==> src/rtl/cpu_ctrl_pkg.sv <==
// cpu_ctrl_pkg: shared MDU state encoding and constants for the pipeline control logic.
package cpu_ctrl_pkg;
   typedef enum logic [1:0] {IDLE, MULT, DIV, DONE} mdu_state_t;
   localparam int MDU_CNT_W = 6;
   localparam logic [4:0] REG_ZERO = 5'd0;
endpackage

==> src/rtl/mdu_sequencer.sv <==
// mdu_sequencer: counts the multi-cycle MDU operation and pulses the HI/LO write at the end.
module mdu_sequencer
   import cpu_ctrl_pkg::*;
#(
   parameter int MULT_CYCLES = 4,
   parameter int DIV_CYCLES  = 32
) (
   input  logic clk,
   input  logic rst_n,
   input  logic i_start,
   input  logic i_div,
   output logic o_op,
   output logic o_busy,
   output logic o_hilo_we
);
   localparam logic [MDU_CNT_W-1:0] MULT_LD = MDU_CNT_W'(MULT_CYCLES - 1);
   localparam logic [MDU_CNT_W-1:0] DIV_LD  = MDU_CNT_W'(DIV_CYCLES - 1);
   mdu_state_t r_state, w_next;
   logic [MDU_CNT_W-1:0] r_cnt;
   logic r_op, w_load, w_run;
   assign w_load = r_state == IDLE && i_start;
   assign w_run  = r_state == MULT || r_state == DIV;
   assign w_next = w_load ? (i_div ? DIV : MULT)
                 : r_state == DONE ? IDLE
                 : w_run && r_cnt == '0 ? DONE : r_state;
   always_ff @(posedge clk or negedge rst_n)
      if (!rst_n) begin
         r_state <= IDLE;
         r_cnt   <= '0;
         r_op    <= 1'b0;
      end else begin
         r_state <= w_next;
         r_cnt   <= w_load ? (i_div ? DIV_LD : MULT_LD) : w_run && r_cnt != '0 ? r_cnt - 1'b1 : r_cnt;
         r_op    <= w_load ? i_div : r_op;
      end
   assign o_op      = r_op;
   assign o_busy    = r_state != IDLE;
   assign o_hilo_we = r_state == DONE;
endmodule

==> src/rtl/hazard_ctrl.sv <==
// hazard_ctrl: load-use / MDU stall and branch flush control for the 5-stage MIPS core.
// Define MDU_INTERLOCK_EN to hold mfhi/mflo in ID while the MDU is busy.
module hazard_ctrl
   import cpu_ctrl_pkg::*;
#(
   parameter int MULT_CYCLES = 4,
   parameter int DIV_CYCLES  = 32
) (
   input  logic       clk,
   input  logic       rst_n,
   input  logic [4:0] id_rs,
   input  logic [4:0] id_rt,
   input  logic       id_uses_rs,
   input  logic       id_uses_rt,
   input  logic       id_mfhi,
   input  logic       id_mflo,
   input  logic       id_mdu_start,
   input  logic       id_mdu_div,
   input  logic       ex_memread,
   input  logic [4:0] ex_rt,
   input  logic       ex_branch_taken,
   output logic       pc_en,
   output logic       ifid_en,
   output logic       ifid_flush,
   output logic       idex_bubble,
   output logic       mdu_start,
   output logic       mdu_op,
   output logic       mdu_busy,
   output logic       hilo_we
);
`ifdef MDU_INTERLOCK_EN
   localparam logic HILO_IL = 1'b1;
`else
   localparam logic HILO_IL = 1'b0;
`endif
   logic w_load_use, w_mdu_struct, w_hilo_dep, w_stall, w_flush;
   assign w_load_use   = ex_memread && ex_rt != REG_ZERO &&
                         ((id_uses_rs && id_rs == ex_rt) || (id_uses_rt && id_rt == ex_rt));
   assign w_mdu_struct = id_mdu_start && mdu_busy;
   assign w_hilo_dep   = HILO_IL && (id_mfhi || id_mflo) && mdu_busy;
   assign w_stall      = w_load_use || w_mdu_struct || w_hilo_dep;
   assign w_flush      = ex_branch_taken;
   // While in reset the front end is frozen and IF/ID and ID/EX are forced to nops.
   assign pc_en       = rst_n && (w_flush || !w_stall);
   assign ifid_en     = rst_n && (w_flush || !w_stall);
   assign ifid_flush  = !rst_n || w_flush;
   assign idex_bubble = !rst_n || w_flush || w_stall;
   assign mdu_start   = rst_n && id_mdu_start && !w_stall && !w_flush;
   mdu_sequencer #(
      .MULT_CYCLES(MULT_CYCLES),
      .DIV_CYCLES (DIV_CYCLES)
   ) u_mdu (
      .clk      (clk),
      .rst_n    (rst_n),
      .i_start  (mdu_start),
      .i_div    (id_mdu_div),
      .o_op     (mdu_op),
      .o_busy   (mdu_busy),
      .o_hilo_we(hilo_we)
   );
endmodule

==> config.mk <==
export PLATFORM = sky130hd
export DESIGN_NAME = hazard_ctrl
export DESIGN_NICKNAME = d
export VERILOG_FILES = /design/src/rtl/cpu_ctrl_pkg.sv /design/src/rtl/mdu_sequencer.sv /design/src/rtl/hazard_ctrl.sv
export SDC_FILE = /design/constraint.sdc
export NUM_CORES = 1
export LEC_CHECK = 0
export CELL_PAD_IN_SITES_DETAIL_PLACEMENT = 0
export CELL_PAD_IN_SITES_GLOBAL_PLACEMENT = 2
export CORE_MARGIN = 10
export CORE_UTILIZATION = 21
export CTS_BUF_LIST = sky130_fd_sc_hd__clkbuf_8
export DETAILED_ROUTE_END_ITERATION = 10
export GPL_TIMING_DRIVEN = 0
export HOLD_SLACK_MARGIN = 0.08
export PLACE_DENSITY_LB_ADDON = 0.05
export SYNTH_ARGS = -nofsm -noshare
export SYNTH_HDL_FRONTEND = slang
export SYNTH_SLANG_ARGS = --single-unit
==> constraint.sdc <==
create_clock -name clk -period 1.8 [get_ports clk]
set_clock_uncertainty 0.1 [all_clocks]
set_input_delay 0.18 -clock clk [delete_from_list [all_inputs] [get_ports clk]]
set_output_delay 0.18 -clock clk [all_outputs]
set_load 0.1 [all_outputs]
### After elaboration in Yosys (flattened, before gate mapping)

Cells that the tools add are included.

* bits of input ports: 25
* memories: 0
* bits in read-only memories: 0
* bits in registers: 9
* output and inout port bits: 8
* logic and storage cells: 44
* latch bits: 0
* memory bits (writable): 0

* multipliers: 0
* add/subtract/negate cells: 1
* mux-type cells: 7
* magnitude comparators: 0
* shift-type cells: 0
* reduce and logical (&&, ||, !) cells: 28
* equality and inequality tests: 5
* bitwise operators: 0
* divide/modulo/power cells: 0

Operator list (count)
* $logic_and 1x1->1: 12
* $mux 6: 2
* $eq 5x5->1: 2
* $mux 2: 4
* $logic_not 6->1: 1
* $logic_or 1x1->1: 6
* $reduce_bool 6->1: 1
* $sub 6x1->6 const B: 1
* $mux 5: 1
* $reduce_bool 5->1: 1
* $eq 2x2->1 const B: 2
* $reduce_bool 2->1: 2
* $logic_not 1->1: 3
* $reduce_bool 3->1: 1
* $eq 2x1->1 const B: 1
* $logic_not 2->1: 1

### Longest topological paths before layout

* depth in word-level cells: 10
* gate-level depth with buffers: 7
* gate-level depth less buffers: 7

### Modules after synthesis

From an unflattened synthesis, not the netlist that was laid out.

* cell total of the unflattened synthesis: 86
* area, all modules: 754.5 µm²

Modules (own cells, without submodules)
* mdu_sequencer: instances 1, sequential area each 225.2 µm², area each 559.3 µm², cells an instance 59
* hazard_ctrl: instances 1, sequential area each 0.0 µm², area each 195.2 µm², cells an instance 27

### Worst setup path after synthesis

OpenSTA, ideal clock, no wires.

* path kind: register -> output
* start point: reg u_mdu.r_state[0]
* end point: out pc_en
* arrival: 2.500 ns
* data required time: 1.520 ns
* stages on the path, launching flop included: 7
* buffers on the path: 1
* setup slack: -0.980 ns
* cell sequence: dfrtp_1 > inv_1 > ha_1 > inv_1 > a22oi_1 > o21a_1 > buf_4

* cells in the longest elaborated chain, start to end: 6

RTL lines
* start, declared: RTL line mdu_sequencer.sv:18 `mdu_state_t r_state, w_next;`
* start signal, assigned: RTL line mdu_sequencer.sv:32 `r_state <= w_next;`
* $reduce_bool 2->1: RTL line mdu_sequencer.sv:37 `assign o_busy = r_state != IDLE;`
* net mdu_busy: RTL line hazard_ctrl.sv:28 `output logic mdu_busy,`
* $logic_and 1x1->1: RTL line hazard_ctrl.sv:39 `assign w_mdu_struct = id_mdu_start && mdu_busy;`
* $logic_or 1x1->1: RTL line hazard_ctrl.sv:41 `assign w_stall = w_load_use || w_mdu_struct || w_hilo_dep;`
* $logic_not 1->1
* $logic_or 1x1->1
* $logic_and 1x1->1
* end, declared: RTL line hazard_ctrl.sv:22 `output logic pc_en,`

The timed path passes the listed nets, and every way through them passes these cells.

### Final worst setup path

* start point: in ex_rt[4]
* end point: out pc_en

* cells in the longest elaborated chain, start to end: 8
* elaborated cells on any way between the ends: 12
* classes of those cells: eq/ne: 2; reduce/logical: 10

RTL lines
* start, declared: RTL line hazard_ctrl.sv:20 `input logic [4:0] ex_rt,`
* $eq 5x5->1: RTL line hazard_ctrl.sv:38 `((id_uses_rs && id_rs == ex_rt) || (id_uses_rt && id_rt == ex_rt));`
* $logic_and 1x1->1: RTL line hazard_ctrl.sv:38
* $logic_or 1x1->1: RTL line hazard_ctrl.sv:38
* $logic_and 1x1->1 (*): RTL line hazard_ctrl.sv:37 `assign w_load_use = ex_memread && ex_rt != REG_ZERO &&`
* $logic_or 1x1->1 (*): RTL line hazard_ctrl.sv:41
* $logic_not 1->1 (*): RTL line hazard_ctrl.sv:44 `assign pc_en = rst_n && (w_flush || !w_stall);`
* $logic_or 1x1->1 (*): RTL line hazard_ctrl.sv:44
* $logic_and 1x1->1 (*): RTL line hazard_ctrl.sv:44

Every way passes the cells marked *; elsewhere a longest branch is shown, timed or not.

==> flow_metrics.py <==
metrics = {
    "floorplan": {
        "die_area_um2": 5980,
        "num_io_pins": 33,
        "start_util": 0.223,
        "fp.dieH_um": 77.4,
        "core_area_um2": 3100,
        "fp.dieW_um": 77.4,
        "rows": 20,
    },
    "timing": {
        "max_freq_mhz": 522,
        "whs_ns": 0.413,
        "fin_crit_sh": 1.06,
        "setup_ws_ns": -0.115,
        "hold_viol_final": 0,
        "setup_viol": 9,
        "max-slew-margin-rel": 0.361,
        "period_needed_ns": 1.92,
        "fin_setup_tns_ns": -0.359,
        "grt_setup_unrepaired": "true",
        "tightest_slew_ns": 0.962,
        "slew_violations": 0,
    },
    "logic_synthesis": {
        "synth_top_area_share": 0.326,
        "synthTopCellsByCount": "xnor2_1, dfrtp_1, inv_1, mux2_2",
        "avgSynthCellArea_um2": 9.33,
        "async_flop_share": 1.00,
        "yosys.area_share.adder": 0.0725,
        "yosysMostFrequentCell": "xnor2_1",
        "synth_xor_area_frac": 0.152,
        "syn-instance-count": 74,
        "synthSimpleGateAreaFrac": 0.176,
        "synth_top_family_by_area": "simple AND/OR/NAND/NOR gates",
        "synth.cell_area_um2": 691,
        "ys_ff_latch": 9,
        "ys_seq_area_frac": 0.326,
        "synth_area_leaders": "dfrtp_1, xnor2_1, mux2_2, ha_1, inv_1",
        "synth-edff-count": 0,
        "synth_mux_area_frac": 0.0960,
        "yosysUniqueCellTypes": 27,
        "synth.net_count": 103,
        "synth_area_leader_cell": "dfrtp_1",
        "ys_warn_count": 0,
        "synth-compound-area-share": 0.129,
        "synth-main-ff-cell": "dfrtp_1",
    },
    "worst_setup_path": {
        "reg2reg_from": "u_mdu.r_cnt[2]",
        "worst-endpoint-arrival_ns": 1.64,
        "end_kind": "primary output",
        "crit_required_ns": 1.52,
        "reg2reg_slack_ns": 0.08,
        "r2r_end": "u_mdu.r_cnt[2]",
        "slowest_stage": "or4_4",
        "start_kind": "input port",
        "reg2reg_depth": 5,
        "timing.critical_path.buf_inv": 3,
        "slowest_delay_ns": 0.52,
        "crit_fanout": 2,
        "crit_chain": "buf_8 -> or4_4 -> o21a_4 -> a22oi_2 -> o21a_4 -> buf_12 -> buf_12",
        "path_class": "in -> out",
        "cp_top_family": "compound AO/OA/AOI/OAI gates",
    },
    "clock_network": {
        "clock_latency_ns": 0.24,
        "path_clk_slew_ns": 0.04,
        "cts_sinks": 9,
        "h-tree-depth": 1,
        "cts_tree": "built",
        "cts-buffers-inserted": 3,
        "clockRootBuffer": "clkbuf_8",
        "clockBufferDepth": 2,
    },
    "layout": {
        "finalInstanceArea_um2": 1320,
        "drive_above_1_share": 0.407,
        "stdcell_count": 162,
        "antenna_cells": 0,
        "final_util": 0.426,
        "syn2layout_area_growth_pct": 91.3,
        "layout.nets": 148,
    },
    "pwr": {
        "p_total_mw": 1.87,
        "irDropWorstVdd_mv": 0.847,
        "p_per_area_nw_per_um2": 1410,
        "cellLeakagePower_nw": 0.593,
    },
    "grt": {
        "first_global_vias": 680,
        "grt_max_degree": 10,
        "antenna_found_initial": 0,
        "grt_use_total": 0.0716,
        "grt_pass1_wl_mm": 3.46,
        "gr-total-overflow": 0,
    },
    "status": {
        "violations": "setup timing",
        "outcome": "finished with violations",
    },
    "route": {
        "wl_met2_um": 987,
        "via_per_inst": 4.10,
        "drt-total-wl_mm": 2.15,
        "ant_nets": 0,
        "drc": 0,
        "vias": 664,
        "wl_met3_um": 113,
        "highest_layer": "met4",
        "met1_length_mm": 1.00,
        "drtIter0Drc": 4,
        "wire_per_inst_um": 13.3,
        "first_pass_iters": 3,
    },
    "placement": {
        "gp_congestion": 0.742,
        "postPlaceCellArea_um2": 1090,
        "numPortBuffers": 30,
        "preCtsSetupSlack_ns": -1.56,
        "dp_cells": 148,
        "dp_hpwl_mm": 1.61,
    },
    "min_path": {
        "min_delay_path_depth": 1,
        "hp-class": "reg -> reg",
        "hold_end": "u_mdu.o_op",
        "hp-start": "u_mdu.o_op",
    },
    "job": {
        "maxCapViolations": 0,
    },
}
-- report_power, final --
part	internal (mW)	switching, mW
Clock	0.152	0.0913
Combinational	0.538	0.706
Sequential	0.308	0.0717
Total	0.997	0.869
-- metal layers --
| layer | global-route usage | vias up |
|---|---|---|
| li1 | - | 343 |
| met1 | 0.0878 | 297 |
| met2 | 0.108 | 19 |
| met3 | 0.0242 | 5 |
| met4 | 0.0383 | 0 |
| met5 | 0 | - |
-- timing repair --
item | CTS | global route
setup buffers | 4 | 5
hold endpoints to repair | 9 | 0
hold buffers | 1 | 0
setup endpoints to repair | 17 | 12
gates resized for setup | 80 | 25
pin swaps | 14 | 15
-- registers in the layout (all words and copies together), names as in the netlist --
register       cells
u_mdu.o_op         1
u_mdu.r_state      2
u_mdu.r_cnt        6
-- worst register-to-register path, stage by stage (launching register included) --
cell     delay, ns
dfrtp_1       0.41
or3_1         0.47
nor2_4        0.15
nor3_1        0.07
a21o_1        0.15
mux2_4        0.26
-- worst max path at each step --
| stage | start | endpoint | slack [ns] | cells past startpoint |
|---|---|---|---|---|
| finish | ex_rt[4] | pc_en | -0.12 | 7 |
| global route | ex_rt[4] | pc_en | -0.15 | 7 |
| CTS | ex_rt[4] | pc_en | -0.18 | 7 |
| detailed placement | ex_rt[1] | mdu_start | -1.56 | 5 |
| global placement | ex_rt[1] | mdu_start | -1.58 | 5 |
| floorplan | u_mdu.r_state[1] | pc_en | -0.47 | 6 |
-- logic make-up (layout without fill, tap and decap cells) --
logic type                 after synthesis  count (layout)
DFF                                      9               9
and+or+nand+nor                         23              23
muxes                                    6               6
xor gates and xnor gates                12              12
AOI/OAI and AO/OA                       12              12
buffers and inverters                    8              52
adders and majority gates                4               4
-- final cells by class --
cell class	instances	area [um^2]
fill	333	1780
multi-input combinational	57	529
tap	44	55.1
clock buffer	3	41.3
clock inverter	1	5.00
buffer	1	20.0
inverter	7	30.0
sequential	9	225
timing repair buffer	40	415
-- cells in the final DEF, fill, tap and decap left out, types with 2 or more instances in the layout --
cell | Yosys | routed
xnor2_1 | 12 | 11
dfrtp_1 | 9 | 9
clkdlybuf4s50_1 | 0 | 7
buf_4 | 1 | 7
mux2_4 | 0 | 5
buf_12 | 0 | 5
dlygate4sd2_1 | 0 | 5
inv_1 | 7 | 4
nand2_1 | 4 | 3
nor2_1 | 4 | 3
nor3_1 | 3 | 3
ha_1 | 4 | 3
clkbuf_8 | 0 | 3
dlymetal6s2s_1 | 0 | 3
buf_2 | 0 | 3
buf_6 | 0 | 3
inv_2 | 0 | 2
o21a_4 | 0 | 2
nand4_1 | 2 | 2
nand3_1 | 2 | 2
nand2b_1 | 2 | 2
a21oi_1 | 2 | 2
a21o_1 | 2 | 2
clkdlybuf4s15_1 | 0 | 2
clkdlybuf4s15_2 | 0 | 2
(Power assumes the default switching activity.)
